==> src/rtl/spi_arbiter_if.sv <==
// Requester-side and SPI-master-side signals of the SPI arbiter.
// The arbiter uses the slave modport; the environment uses the master modport.
interface spi_arbiter_if #(
   parameter int BITS       = 28,
   parameter int REQUESTERS = 3
);
   logic [REQUESTERS-1:0]      i_req;
   logic [REQUESTERS*BITS-1:0] i_wdata;
   logic [REQUESTERS-1:0]      o_gnt;
   logic [REQUESTERS-1:0]      o_done;
   logic [BITS-1:0]            o_rdata;
   logic                       o_send;
   logic [BITS-1:0]            o_mdata;
   logic                       i_mbusy;
   logic [BITS-1:0]            i_mdata;
   logic                       i_ss;
   logic [REQUESTERS-1:0]      o_ss_n;

   modport slave (
      input  i_req, i_wdata, i_mbusy, i_mdata, i_ss,
      output o_gnt, o_done, o_rdata, o_send, o_mdata, o_ss_n
   );

   modport master (
      output i_req, i_wdata, i_mbusy, i_mdata, i_ss,
      input  o_gnt, o_done, o_rdata, o_send, o_mdata, o_ss_n
   );
endinterface

==> src/rtl/spi_arbiter.sv <==
// Round-robin arbiter sharing one SPI master among REQUESTERS ports; the
// port that owns the master also owns the slave with the same index.
module spi_arbiter #(
   parameter int BITS       = 28,
   parameter int REQUESTERS = 3
) (
   input  logic          i_clk,
   input  logic          i_rst,
   spi_arbiter_if.slave  bus
);
   localparam int PW = (REQUESTERS > 1) ? $clog2(REQUESTERS) : 1;

   typedef enum logic [2:0] {
      IDLE  = 3'd0,
      GRANT = 3'd1,
      SEND  = 3'd2,
      WAIT  = 3'd3,
      DONE  = 3'd4
   } state_t;

   state_t                state, nxt;
   logic [PW-1:0]         rr_ptr, owner;
   logic [REQUESTERS-1:0] gnt_q;
   logic [BITS-1:0]       mdata_q, rdata_q;
   logic [2:0]            to_cnt;

   logic                  pick_vld;
   logic [PW-1:0]         pick_idx;
   logic [REQUESTERS-1:0] pick_oh;
   int                    j;

   // First requester at or above rr_ptr, wrapping around.
   always_comb begin
      pick_vld = 1'b0;
      pick_idx = '0;
      pick_oh  = '0;
      j        = 0;
      for (int i = 0; i < REQUESTERS; i++) begin
         j = (int'(rr_ptr) + i) % REQUESTERS;
         if (!pick_vld && bus.i_req[j]) begin
            pick_vld   = 1'b1;
            pick_idx   = PW'(j);
            pick_oh[j] = 1'b1;
         end
      end
   end

   always_ff @(posedge i_clk or negedge i_rst) begin
      if (!i_rst) state <= IDLE;
      else        state <= nxt;
   end

   always_comb begin
      nxt = IDLE;
      case (state)
         IDLE:    nxt = (|bus.i_req) ? GRANT : IDLE;
         GRANT:   nxt = pick_vld ? SEND : IDLE;
         SEND:    if (bus.i_mbusy)        nxt = WAIT;
                  else if (to_cnt == 3'd7) nxt = DONE;
                  else                     nxt = SEND;
         WAIT:    nxt = bus.i_mbusy ? WAIT : DONE;
         DONE:    nxt = IDLE;
         default: nxt = IDLE;
      endcase
   end

   always_ff @(posedge i_clk or negedge i_rst) begin
      if (!i_rst) begin
         rr_ptr  <= '0;
         owner   <= '0;
         gnt_q   <= '0;
         mdata_q <= '0;
         rdata_q <= '0;
         to_cnt  <= '0;
      end else begin
         case (state)
            GRANT: if (pick_vld) begin
               gnt_q   <= pick_oh;
               owner   <= pick_idx;
               mdata_q <= bus.i_wdata[int'(pick_idx)*BITS +: BITS];
               to_cnt  <= '0;
            end
            SEND: if (!bus.i_mbusy) to_cnt <= to_cnt + 3'd1;
            WAIT: if (!bus.i_mbusy) rdata_q <= bus.i_mdata;
            DONE: begin
               gnt_q  <= '0;
               rr_ptr <= (owner == PW'(REQUESTERS-1)) ? '0 : owner + 1'b1;
            end
            default: ;
         endcase
      end
   end

   assign bus.o_gnt   = gnt_q;
   assign bus.o_done  = (state == DONE) ? gnt_q : '0;
   assign bus.o_send  = (state == SEND);
   assign bus.o_mdata = mdata_q;
   assign bus.o_rdata = rdata_q;
   // Only the owner's slave sees the master's select; everyone else stays deselected.
   assign bus.o_ss_n  = ~gnt_q | {REQUESTERS{bus.i_ss}};
endmodule

==> src/flat_wrapper.sv <==
// flat-port wrapper written by rule: the top's interface ports become plain ports
module spi_arbiter_flat 
#(
   parameter int BITS       = 28,
   parameter int REQUESTERS = 3
)
  (i_clk, i_rst, bus_i_req, bus_i_wdata, bus_i_mbusy, bus_i_mdata, bus_i_ss, bus_o_gnt, bus_o_done, bus_o_rdata, bus_o_send, bus_o_mdata, bus_o_ss_n);
  spi_arbiter_if #(.BITS(BITS), .REQUESTERS(REQUESTERS)) bus_i ();
  input  logic i_clk;
  input  logic i_rst;
  input wire logic [$bits(bus_i.i_req)-1:0] bus_i_req;
  input wire logic [$bits(bus_i.i_wdata)-1:0] bus_i_wdata;
  input wire logic [$bits(bus_i.i_mbusy)-1:0] bus_i_mbusy;
  input wire logic [$bits(bus_i.i_mdata)-1:0] bus_i_mdata;
  input wire logic [$bits(bus_i.i_ss)-1:0] bus_i_ss;
  output wire logic [$bits(bus_i.o_gnt)-1:0] bus_o_gnt;
  output wire logic [$bits(bus_i.o_done)-1:0] bus_o_done;
  output wire logic [$bits(bus_i.o_rdata)-1:0] bus_o_rdata;
  output wire logic [$bits(bus_i.o_send)-1:0] bus_o_send;
  output wire logic [$bits(bus_i.o_mdata)-1:0] bus_o_mdata;
  output wire logic [$bits(bus_i.o_ss_n)-1:0] bus_o_ss_n;
  assign bus_i.i_req = bus_i_req;
  assign bus_i.i_wdata = bus_i_wdata;
  assign bus_i.i_mbusy = bus_i_mbusy;
  assign bus_i.i_mdata = bus_i_mdata;
  assign bus_i.i_ss = bus_i_ss;
  assign bus_o_gnt = bus_i.o_gnt;
  assign bus_o_done = bus_i.o_done;
  assign bus_o_rdata = bus_i.o_rdata;
  assign bus_o_send = bus_i.o_send;
  assign bus_o_mdata = bus_i.o_mdata;
  assign bus_o_ss_n = bus_i.o_ss_n;
  spi_arbiter #(.BITS(BITS), .REQUESTERS(REQUESTERS)) u_core (.i_clk(i_clk), .i_rst(i_rst), .bus(bus_i));
endmodule
==> config.mk <==
export PLATFORM = sky130hd
export DESIGN_NAME = spi_arbiter_flat
export DESIGN_NICKNAME = d
export VERILOG_FILES = /design/src/rtl/spi_arbiter_if.sv /design/src/rtl/spi_arbiter.sv /design/src/flat_wrapper.sv
export SDC_FILE = /design/constraint.sdc
export NUM_CORES = 1
export LEC_CHECK = 0
export ABC_AREA = 1
export BUFFER_PORTS_ARGS = -buffer_cell sky130_fd_sc_hd__buf_2
export CORE_UTILIZATION = 47
export CTS_BUF_LIST = sky130_fd_sc_hd__clkbuf_16
export CTS_CLUSTER_SIZE = 40
export DETAILED_ROUTE_END_ITERATION = 10
export GPL_ROUTABILITY_DRIVEN = 0
export PLACE_DENSITY_LB_ADDON = 0.3
export SYNTH_ARGS = -nofsm -noshare
export SYNTH_HDL_FRONTEND = slang
export SYNTH_SLANG_ARGS = --single-unit
export TNS_END_PERCENT = 100
==> constraint.sdc <==
create_clock -name i_clk -period 3.1 [get_ports i_clk]
set_clock_uncertainty 0.2 [all_clocks]
set_input_delay 0.155 -clock i_clk [delete_from_list [all_inputs] [get_ports i_clk]]
set_output_delay 0.155 -clock i_clk [all_outputs]
set_load 0.02 [all_outputs]
After elaboration in Yosys (flattened, before gate mapping)
Index checks and enable logic that the tools add are counted.
{"block": "totals", "ff_bits": 69, "input_bits": 119}
{"block": "op_classes", "add_sub_neg": 4, "mul": 1, "div": 3, "order_cmp": 6, "eq_ne": 8, "n_shift": 1, "n_mux": 37, "bitwise": 5, "reduce_logical": 15}
{"op": "$ge 32x1->1 const B", "count": 3}
{"op": "$lt 32x4->1 const B", "count": 3}
{"op": "$shiftx 84x32->28", "count": 1}
{"op": "$mod 32x3->32 const B", "count": 2}
{"op": "$mod 3x3->32 const B", "count": 1}
{"op": "$mux 3", "count": 10}
{"op": "$mux 1", "count": 13}
{"op": "$pmux 3 s2", "count": 2}
{"op": "$pmux 3 s4", "count": 1}
{"op": "$mux 2", "count": 5}
{"op": "$or 3x3->3", "count": 3}
{"op": "$bmux 1 s2", "count": 3}
{"op": "$demux 1 s2", "count": 3}
{"op": "$eq 3x2->1 const B", "count": 2}
{"op": "$eq 3x3->1 const B", "count": 2}
{"op": "$reduce_and 2->1", "count": 3}
{"op": "$logic_and 1x1->1", "count": 5}
{"op": "$mul 2x3->5 const B", "count": 1}
{"op": "$reduce_bool 2->1", "count": 2}
{"op": "$add 2x1->3 const B", "count": 1}
{"op": "$add 2x2->3 const B", "count": 1}
{"op": "$add 3x1->3 const B", "count": 1}
{"op": "$eq 3x1->1 const B", "count": 1}
{"op": "$logic_not 3->1", "count": 1}
{"op": "9 further kinds", "count": 10}

Logic depth before layout (Yosys ltp)
Gate-level depths: netlist of run 1.
{"block": "logic_depth", "word_depth": 13, "depth_mapped": 16}

Worst setup path before layout of run 1
No wires, ideal clock.
{"block": "synth_path", "kind": "flip-flop to flip-flop", "start": "reg u_core.rr_ptr[0]", "end": "reg u_core.mdata_q[14] (netlist: u_core.bus.o_mdata[14])", "setup_ns": 0.124, "arrival_time_ns": 1.870, "t_required_ns": 2.776, "path_slack_ns": 0.906, "path_stages_with_launch": 14, "n_path_buf": 1, "synth_period_minus_slack_ns": 2.194, "path_cell_list": "dfrtp_1 > inv_1 > ha_1 > inv_2 > nand2_1 > nand3_1 > nand2_1 > nand4_1 > nand2_2 > inv_1 > clkbuf_1 > nor2_1 > nor2_1 > nand2_1"}
{"block": "synth_between", "elab_chain_cells": 13, "word_cells_on_any_way": 27, "classes_between": "add/sub: 2; mul: 1; div: 3; shift: 1; mux: 15; reduce/logical: 5"}
{"item": "start, declared", "line": "spi_arbiter.sv:22", "rtl": "logic [PW-1:0] rr_ptr, owner;"}
{"item": "start signal, assigned", "line": "spi_arbiter.sv:87", "rtl": "rr_ptr <= (owner == PW'(REQUESTERS-1)) ? '0 : owner + 1'b1;"}
{"item": "parallel branches: the longest is 13 deep, another holds $mod 32x3->32"}
{"item": "end signal, assigned", "line": "spi_arbiter.sv:80", "rtl": "mdata_q <= bus.i_wdata[int'(pick_idx)*BITS +: BITS];"}
{"item": "end, declared", "line": "spi_arbiter.sv:24", "rtl": "logic [BITS-1:0] mdata_q, rdata_q;"}
Several ways; the timed one is not identified. The select of a mux whose other input is x is not followed.
A chain may end at the register's enable or synchronous reset.

Worst setup path after layout of run 1
{"block": "layout_path", "start": "reg u_core.rr_ptr[0]", "end": "reg u_core.mdata_q[6] (netlist: u_core.bus.o_mdata[6])"}
The elaborated chain is that of the path after synthesis.

==> reports/qor.tcl, run 1 <==
set qor(outcome) {finished, final reports clean}
set qor(initial_utilization) 0.488
set qor(placeableCoreArea_sq_um) 7770
set qor(min_period_over_period) 0.954
set qor(rsz0062_at_grt) {false}
set qor(timing.fmax_ghz) 0.338
set qor(crit_family) {simple AND/OR/NAND/NOR gates}
set qor(dieArea_sq_um) 8430
set qor(finish.net_count) 890
set qor(fillCellCount) 477
set qor(port_buffers) 184
set qor(postLayoutCellArea_sq_um) 6130
set qor(synthMuxAreaShare) 0.0858
set qor(timing.final.crit_period_ns) 2.96
set qor(syn_area_per_cell_sq_um) 7.90
set qor(total_power_mw) 6.36
set qor(critical_path_origin) {u_core.rr_ptr[0]}
set qor(timing.slew.headroom) 0.539
set qor(worst_path_largest_cell_delay_ns) 0.64
set qor(drt-wirelength-per-cell_microns) 15.9
set qor(clock-sinks) 69
set qor(max-vdd-ir-drop_v) 0.000617
set qor(drtIter0Drc) 275
set qor(synth.lib_cells_used.distinct) 27
set qor(timing_worst_setup_path_type) {flip-flop to flip-flop}
set qor(nature_of_the_critical_path_startpoint) {flip-flop}
set qor(critical_path.most_common_cell) {nand2_1}
set qor(yosys.area_share.adder) 0.0198
set qor(clockRootBuffer) {clkbuf_16}
set qor(grt_usage) 0.338
set qor(grt_antenna_before_repair) 0
set qor(synth_top_cell_by_area) {dfrtp_1}
set qor(wl_mm) 13.8
set qor(combinational_family_with_the_most_area_after_synthesis) {simple AND/OR/NAND/NOR gates}
set qor(hold_path_startpoint) {bus_i_wdata[75]}
set qor(yosysWarningCount) 0
set qor(worst_hold_path_type) {primary input to flip-flop}
set qor(synthTopCellsByArea) {dfrtp_1, nand2_1, mux2_2, nor2_1, inv_1}
set qor(die_height_microns) 91.8
set qor(worstPathMaxFanout) 31
set qor(timing.max_cap.violations) 0
set qor(reg2reg_setup_slack_ns) 0.14
set qor(cp_data_required_time_ns) 3.15
set qor(design.portCount) 185
set qor(die_w_microns) 91.8
set qor(detail_route.drc_violations) 0
set qor(synth.ff_latch_count) 69
set qor(grt_overflow) 0
set qor(htreeDepth) 3
set qor(synth-compound-area-share) 0.0815
set qor(final_setup_violation_count) 0
set qor(hold_viol) 0
set qor(timing_worst_slew_pin_value_ns) 0.691
set qor(final_number_of_max_transition_violations) 0
set qor(syn-instance-count) 480
set qor(yosysSeqAreaShare) 0.455
set qor(placement.cell_area_sq_um) 4770
set qor(route.vias.total) 4458
set qor(netlist_area_sq_um) 3790
set qor(dp_hpwl_mm) 7.37
set qor(power_density_nw_per_um2) 1040
set qor(drive_gt1_frac) 0.318
set qor(syn2layout_area_growth_pct) 61.7
set qor(cp_buf_inv_count) 3
set qor(synth_xor_xnor_area_share) 0
set qor(fp-row-count) 32
set qor(via_cell_ratio) 5.11
set qor(worstSetupEndpointType) {flip-flop}
set qor(vias_in_the_first_global_route) 4626
set qor(r2r-start) {u_core.rr_ptr[0]}
set qor(power.static_leakage_nw) 3.33
set qor(first_pass_grt_wire_length_mm) 22.0
set qor(crit_chain) {inv_1 -> ha_1 -> inv_2 -> nand2_1 -> nand3_1 -> nand2_1 -> nand3_2 -> inv_2 -> nand2_2 -> nand2_4 -> nor2_2 -> o211ai_1 -> nand2_1}
set qor(detail-route-antenna-nets) 0
set qor(worstSkewPairLatency_ns) 0.32
set qor(synth_top_area_frac) 0.455
set qor(synth_simple_gate_area_frac) 0.251
set qor(drt_first_pass_iters) 5
set qor(synth.net_count) 605
set qor(timing.critical_path.slowest_stage_cell) {nor2_2}
set qor(grt_start_max_net_pins) 52
set qor(layout.core_utilization) 0.789
set qor(tritoncts) {done}
set qor(antenna_cells_inserted) 0
set qor(setup_total_negative_slack_ns) 0
set qor(clk_path_buf_depth) 2
set qor(cts_made_buffers) 9
set qor(clk_transition_reported_paths_ns) 0.06
set qor(crit_arrival_ns) 3.01
==> repair_timing <==
action | 4_1_cts | 5_1_grt
endpoints found under the setup margin | 0 | 1
hold buffers | 103 | 0
buffers inserted | 0 | 0
resized for setup | 0 | 1
endpoints found under the hold margin | 78 | 0
==> worst paths after layout <==
check,end,cells past startpoint
max in group asynchronous,u_core.bus.o_mdata[23],3
worst min register to register,u_core.rr_ptr[0],1
min in group asynchronous,u_core.bus.o_mdata[13],2
worst max register to register,u_core.bus.o_mdata[6],13
worst min-delay path,u_core.bus.o_mdata[19],5
worst max-delay path,u_core.bus.o_mdata[6],13
==> Yosys cell counts <==
cell type and n:
nand3_1 26, buf_2 13, o311ai_0 1, clkbuf_1 2, nor2_1 81, mux2i_1 1
nand3_2 2, nand2_1 114, inv_2 3, nor3_1 1, buf_4 2, nor2_4 1
inv_1 73, o31ai_1 1, mux2_2 28, buf_8 2, nand2_2 5, a21oi_1 14
o211ai_1 23, nand4_1 2, nand2_4 1, dfrtp_1 69, o21a_1 1, ha_1 6
o22ai_1 2, o21ai_1 1, o21ai_0 5
==> logic make-up (layout without fill, tap and decap cells) <==
family,Yosys count,in the layout
compound gates,48,48
simple gates,233,234
fa+ha+maj,6,6
mux,29,29
buf+inv,95,384
flops,69,69
==> report_power, final <==
group / switching [mW] / internal [mW] / leakage [nW]
logic: 2.37 / 1.26 / 2.33
clock network: 0.390 / 0.701 / 0.161
registers: 0.281 / 1.36 / 0.839
total: 3.04 / 3.32 / 3.33
==> worst min-delay path: stages <==
cell     delay (ns)
buf_2          0.09
nand2_1        0.05
nor2_1         0.10
nor2_1         0.05
nand2_1        0.06
==> placed cells by master, fill, tap and decap left out, types with 3 or more instances in the layout <==
cell type and count:
dfrtp_1 69, buf_4 4, clkbuf_16 9, o21ai_0 5, nand2_2 4, mux2_2 28, inv_1 74, nand3_1 26
dlygate4sd3_1 103, nor2_1 81, nand2_1 114, a21oi_1 14, ha_1 6, buf_2 184, o211ai_1 23, inv_2 3
==> metrics by stage <==
| stage | instances | worst slack [ns] | hold slack, ns |
|---|---|---|---|
| 2_1_floorplan | 480 | 0.906 | -0.341 |
| 3_3_place_gp | 752 | 0.411 | -0.0664 |
| 3_5_place_dp | 752 | 0.298 | -0.0660 |
| 4_1_cts | 871 | 0.252 | 0.0000154 |
| 5_1_grt | 872 | 0.0488 | 0.0213 |
| 6_report | 872 | 0.142 | 0.0165 |
==> state kept, by name (all words and copies together), names as in the netlist <==
| name | count |
|---|---|
| u_core.rr_ptr | 2 |
| u_core.bus.o_gnt | 3 |
| u_core.owner | 2 |
| u_core.state | 3 |
| u_core.bus.o_rdata | 28 |
| u_core.bus.o_mdata | 28 |
| u_core.to_cnt | 3 |
==> layout make-up <==
| cell class | count | area, sq um | area share |
|---|---|---|---|
| repair buffers | 292 | 2000 | 0.326 |
| clock inverters | 7 | 91.3 | 0.0149 |
| multi-input cells | 317 | 1670 | 0.273 |
| well taps | 102 | 128 | 0.0208 |
| clock buffers | 9 | 225 | 0.0367 |
| inverters | 76 | 285 | 0.0465 |
| flip-flops and latches | 69 | 1730 | 0.282 |
==> per-layer routing <==
layer	vias to the layer above	GRT usage	wire [microns]
met4	0	0.180	579
met2	266	0.596	6980
li1	2080	-	-
met3	60	0.0846	1050
met1	2052	0.374	5230
met5	-	0	0
(Power assumes the default switching activity.)
==> inputs of run 2 (changes only) <==
--- a/config.mk
+++ b/config.mk
@@ -5,7 +5,6 @@
 export SDC_FILE = /design/constraint.sdc
 export NUM_CORES = 1
 export LEC_CHECK = 0
-export ABC_AREA = 1
 export BUFFER_PORTS_ARGS = -buffer_cell sky130_fd_sc_hd__buf_2
 export CORE_UTILIZATION = 47
 export CTS_BUF_LIST = sky130_fd_sc_hd__clkbuf_16
==> reports/qor.tcl, run 2 <==
set qor(vias_in_the_first_global_route) 3868 ;# -16%
set qor(cts_made_buffers) 9 ;# unchanged
set qor(drt_first_pass_iters) 6 ;# +1
set qor(via_cell_ratio) 5.44 ;# +6.3%
set qor(timing.slew.headroom) 0.519 ;# -0.0200
set qor(hold_viol) 1 ;# +1
set qor(cts.repair_timing.setup_buffer_count) 0 ;# unchanged
set qor(clk_transition_reported_paths_ns) 0.06 ;# about the same
set qor(crit_arrival_ns) 3.07 ;# +0.06 ns
set qor(wl_mm) 12.0 ;# -13%
set qor(cp_data_required_time_ns) 3.14 ;# about the same
set qor(grt_usage) 0.281 ;# -0.0562
set qor(max-vdd-ir-drop_v) 0.000605 ;# -2.0%
set qor(netlist_area_sq_um) 3830 ;# +1.1%
set qor(worstSetupEndpointType) {flip-flop}
set qor(die_height_microns) 92.3 ;# +0.55%
set qor(grt_overflow) 0 ;# unchanged
set qor(syn_area_per_cell_sq_um) 11.6 ;# +46%
set qor(dieArea_sq_um) 8520 ;# +1.1%
set qor(most_frequent_cells_in_the_layout) {buf_2, dlygate4sd3_1, dfrtp_1}
set qor(crit_family) {buffers and inverters}
set qor(timing.critical_path.slowest_stage_cell) {dlygate4sd3_1}
set qor(synth_top_cell_by_area) {dfrtp_1}
set qor(worstSkewPairLatency_ns) 0.33 ;# about the same
set qor(route.vias.total) 3821 ;# -14%
set qor(worst_path_largest_cell_delay_ns) 0.58 ;# -0.06 ns
set qor(postSynth.asyncResetShare) 1.00 ;# unchanged
set qor(dp_hpwl_mm) 7.11 ;# -3.6%
set qor(critical_path.most_common_cell) {buf_4}
set qor(yosysSeqAreaShare) 0.450 ;# -0.00505
set qor(seq_area_sq_um) 1730 ;# unchanged
set qor(min_period_over_period) 0.978 ;# +0.0238
set qor(timing.final.crit_period_ns) 3.03 ;# +0.0738 ns
set qor(yosysWarningCount) 0 ;# unchanged
set qor(outcome) {finished, violations left}
set qor(tritoncts) {done}
set qor(crit_chain) {inv_1 -> ha_1 -> buf_4 -> nand2b_1 -> a21o_1 -> o21ai_4 -> buf_4 -> mux2i_1 -> dlygate4sd3_1 -> a221oi_2}
set qor(syn-instance-count) 332 ;# -31%
set qor(placeableCoreArea_sq_um) 7810 ;# +0.52%
set qor(port_buffers) 184 ;# unchanged
set qor(drt-wirelength-per-cell_microns) 17.1 ;# +7.6%
set qor(clk_path_buf_depth) 2 ;# unchanged
set qor(worst_hold_path_type) {primary input to flip-flop}
set qor(cp_buf_inv_count) 4 ;# +1
set qor(detail_route.drc_violations) 0 ;# unchanged
set qor(syn2layout_area_growth_pct) 54.9
set qor(drtIter0Drc) 198 ;# -28%
set qor(fp-row-count) 32 ;# unchanged
set qor(fillCellCount) 507 ;# +6.3%
set qor(final_setup_violation_count) 0 ;# unchanged
set qor(total_power_mw) 5.86 ;# -7.8%
set qor(timing.max_cap.violations) 0 ;# unchanged
set qor(nature_of_the_critical_path_startpoint) {flip-flop}
set qor(worstPathMaxFanout) 12 ;# -61%
set qor(synthTopCellsByArea) {dfrtp_1, mux2i_1, a221oi_2, mux2_2, a21oi_1}
set qor(detail-route-antenna-nets) 0 ;# unchanged
set qor(drive_gt1_frac) 0.438 ;# +0.120
set qor(placement.cell_area_sq_um) 4800 ;# +0.60%
set qor(power_density_nw_per_um2) 987 ;# -4.8%
set qor(ys_dominant_reg_cell) {dfrtp_1}
set qor(synth.lib_cells_used.distinct) 50 ;# +85%
set qor(synth_enable_flop_cells) 0 ;# unchanged
set qor(synth.most_common_cell) {dfrtp_1}
set qor(postLayoutCellArea_sq_um) 5940 ;# -3.1%
set qor(final_number_of_max_transition_violations) 0 ;# unchanged
set qor(multi_input_comb_area_sq_um) 1850 ;# +11%
set qor(design.portCount) 185 ;# unchanged
set qor(ys_top_cells_by_count) {dfrtp_1, a21oi_1, inv_1, mux2i_1, mux2_2}
set qor(grt_start_max_net_pins) 48 ;# -7.7%
set qor(setup_total_negative_slack_ns) 0 ;# unchanged
set qor(synth.ff_latch_count) 69 ;# unchanged
set qor(clock-sinks) 69 ;# unchanged
set qor(htreeDepth) 3 ;# unchanged
set qor(timing_worst_slew_pin_value_ns) 0.722 ;# +0.0308 ns
set qor(initial_utilization) 0.491 ;# +0.00294
set qor(clockRootBuffer) {clkbuf_16}
set qor(timing_worst_setup_path_type) {flip-flop to flip-flop}
set qor(power.static_leakage_nw) 2.99 ;# -10%
set qor(rsz0062_at_grt) {false}
set qor(failing_checks) {hold timing}
set qor(final_common_cell) {buf_2}
set qor(timing.fmax_ghz) 0.330 ;# -2.4%
set qor(synth.net_count) 457 ;# -24%
set qor(first_pass_grt_wire_length_mm) 18.6 ;# -15%
set qor(finish.net_count) 720 ;# -19%
set qor(synth_top_area_frac) 0.450 ;# -0.00505
set qor(die_w_microns) 92.3 ;# +0.55%
set qor(hold_slack_ns) -0.00525 ;# -0.0217 ns
set qor(grt_antenna_before_repair) 1 ;# +1
==> run 2: changes by cell type after synthesis, sizes merged, moves of 21 or more <==
| cell | previous run | this run |
|---|---|---|
| o211ai | 23 | 2 |
| nand3 | 28 | 3 |
| nand2 | 120 | 9 |
| mux2i | 1 | 32 |
| a221oi | 0 | 29 |
| inv | 76 | 32 |
| nor2 | 82 | 8 |
==> run 2: layout make-up <==
cell class	count	share of cell area
Multi-Input combinational cell	209	0.311
Timing Repair Buffer	274	0.305
Sequential cell	69	0.291
Clock buffer	9	0.0379
Tap cell	102	0.0215
Inverter	32	0.0202
Clock inverter	7	0.0128
Antenna cell	1	0.000421
==> run 2: stage by stage <==
stage	utilization	setup slack, ns	std cells
finish	0.761	0.0683	703
global route	0.761	0.0118	703
CTS	0.756	0.0260	700
detailed placement	0.615	0.0445	604
global placement	0.615	0.176	604
floorplan	-	0.868	332
==> run 2: final timing paths <==
check | start | slack (ns) | to | cells past startpoint
min reg2reg | u_core.bus.o_rdata[25] | 0.28 | u_core.bus.o_rdata[25] | 1
min in group asynchronous | i_rst | 0.13 | u_core.bus.o_rdata[14] | 2
min | bus_i_wdata[28] | -0.005 | u_core.bus.o_mdata[0] | 3
max reg2reg | u_core.rr_ptr[0] | 0.07 | u_core.bus.o_mdata[25] | 10
max | u_core.rr_ptr[0] | 0.07 | u_core.bus.o_mdata[25] | 10
max in group asynchronous | i_rst | 1.58 | u_core.state[1] | 3
==> run 2: worst min-delay path: stages <==
cell and delay, ns:
buf_2 0.09, mux2i_1 0.15, a221oi_2 0.07
==> run 2: cell families after synthesis <==
| family | synth area share |
|---|---|
| AOI/OAI and AO/OA | 0.203 |
| adders and majority gates | 0.0196 |
| buffers and inverters | 0.0803 |
| DFF | 0.450 |
| muxes | 0.173 |
| and+or+nand+nor | 0.0747 |
==> run 2: what timing repair did <==
item / CTS / global route
endpoints found under the setup margin: 0 / 29
hold buffers: 80 / 1
endpoints found under the hold margin: 80 / 1
resized for setup: 0 / 3
==> run 2: metal layers <==
| metal | global-route usage | vias up | wire length, microns |
|---|---|---|---|
| met5 | 0 | - | 0 |
| met2 | 0.493 | 211 | 6290 |
| li1 | - | 1755 | - |
| met4 | 0.135 | 0 | 456 |
| met1 | 0.332 | 1816 | 4530 |
| met3 | 0.0517 | 39 | 730 |
==> run 2: power by group <==
| group | internal [mW] | switching (mW) | total (mW) |
|---|---|---|---|
| Clock | 0.626 | 0.396 | 1.02 |
| Combinational | 1.32 | 1.89 | 3.22 |
| Sequential | 1.35 | 0.273 | 1.62 |
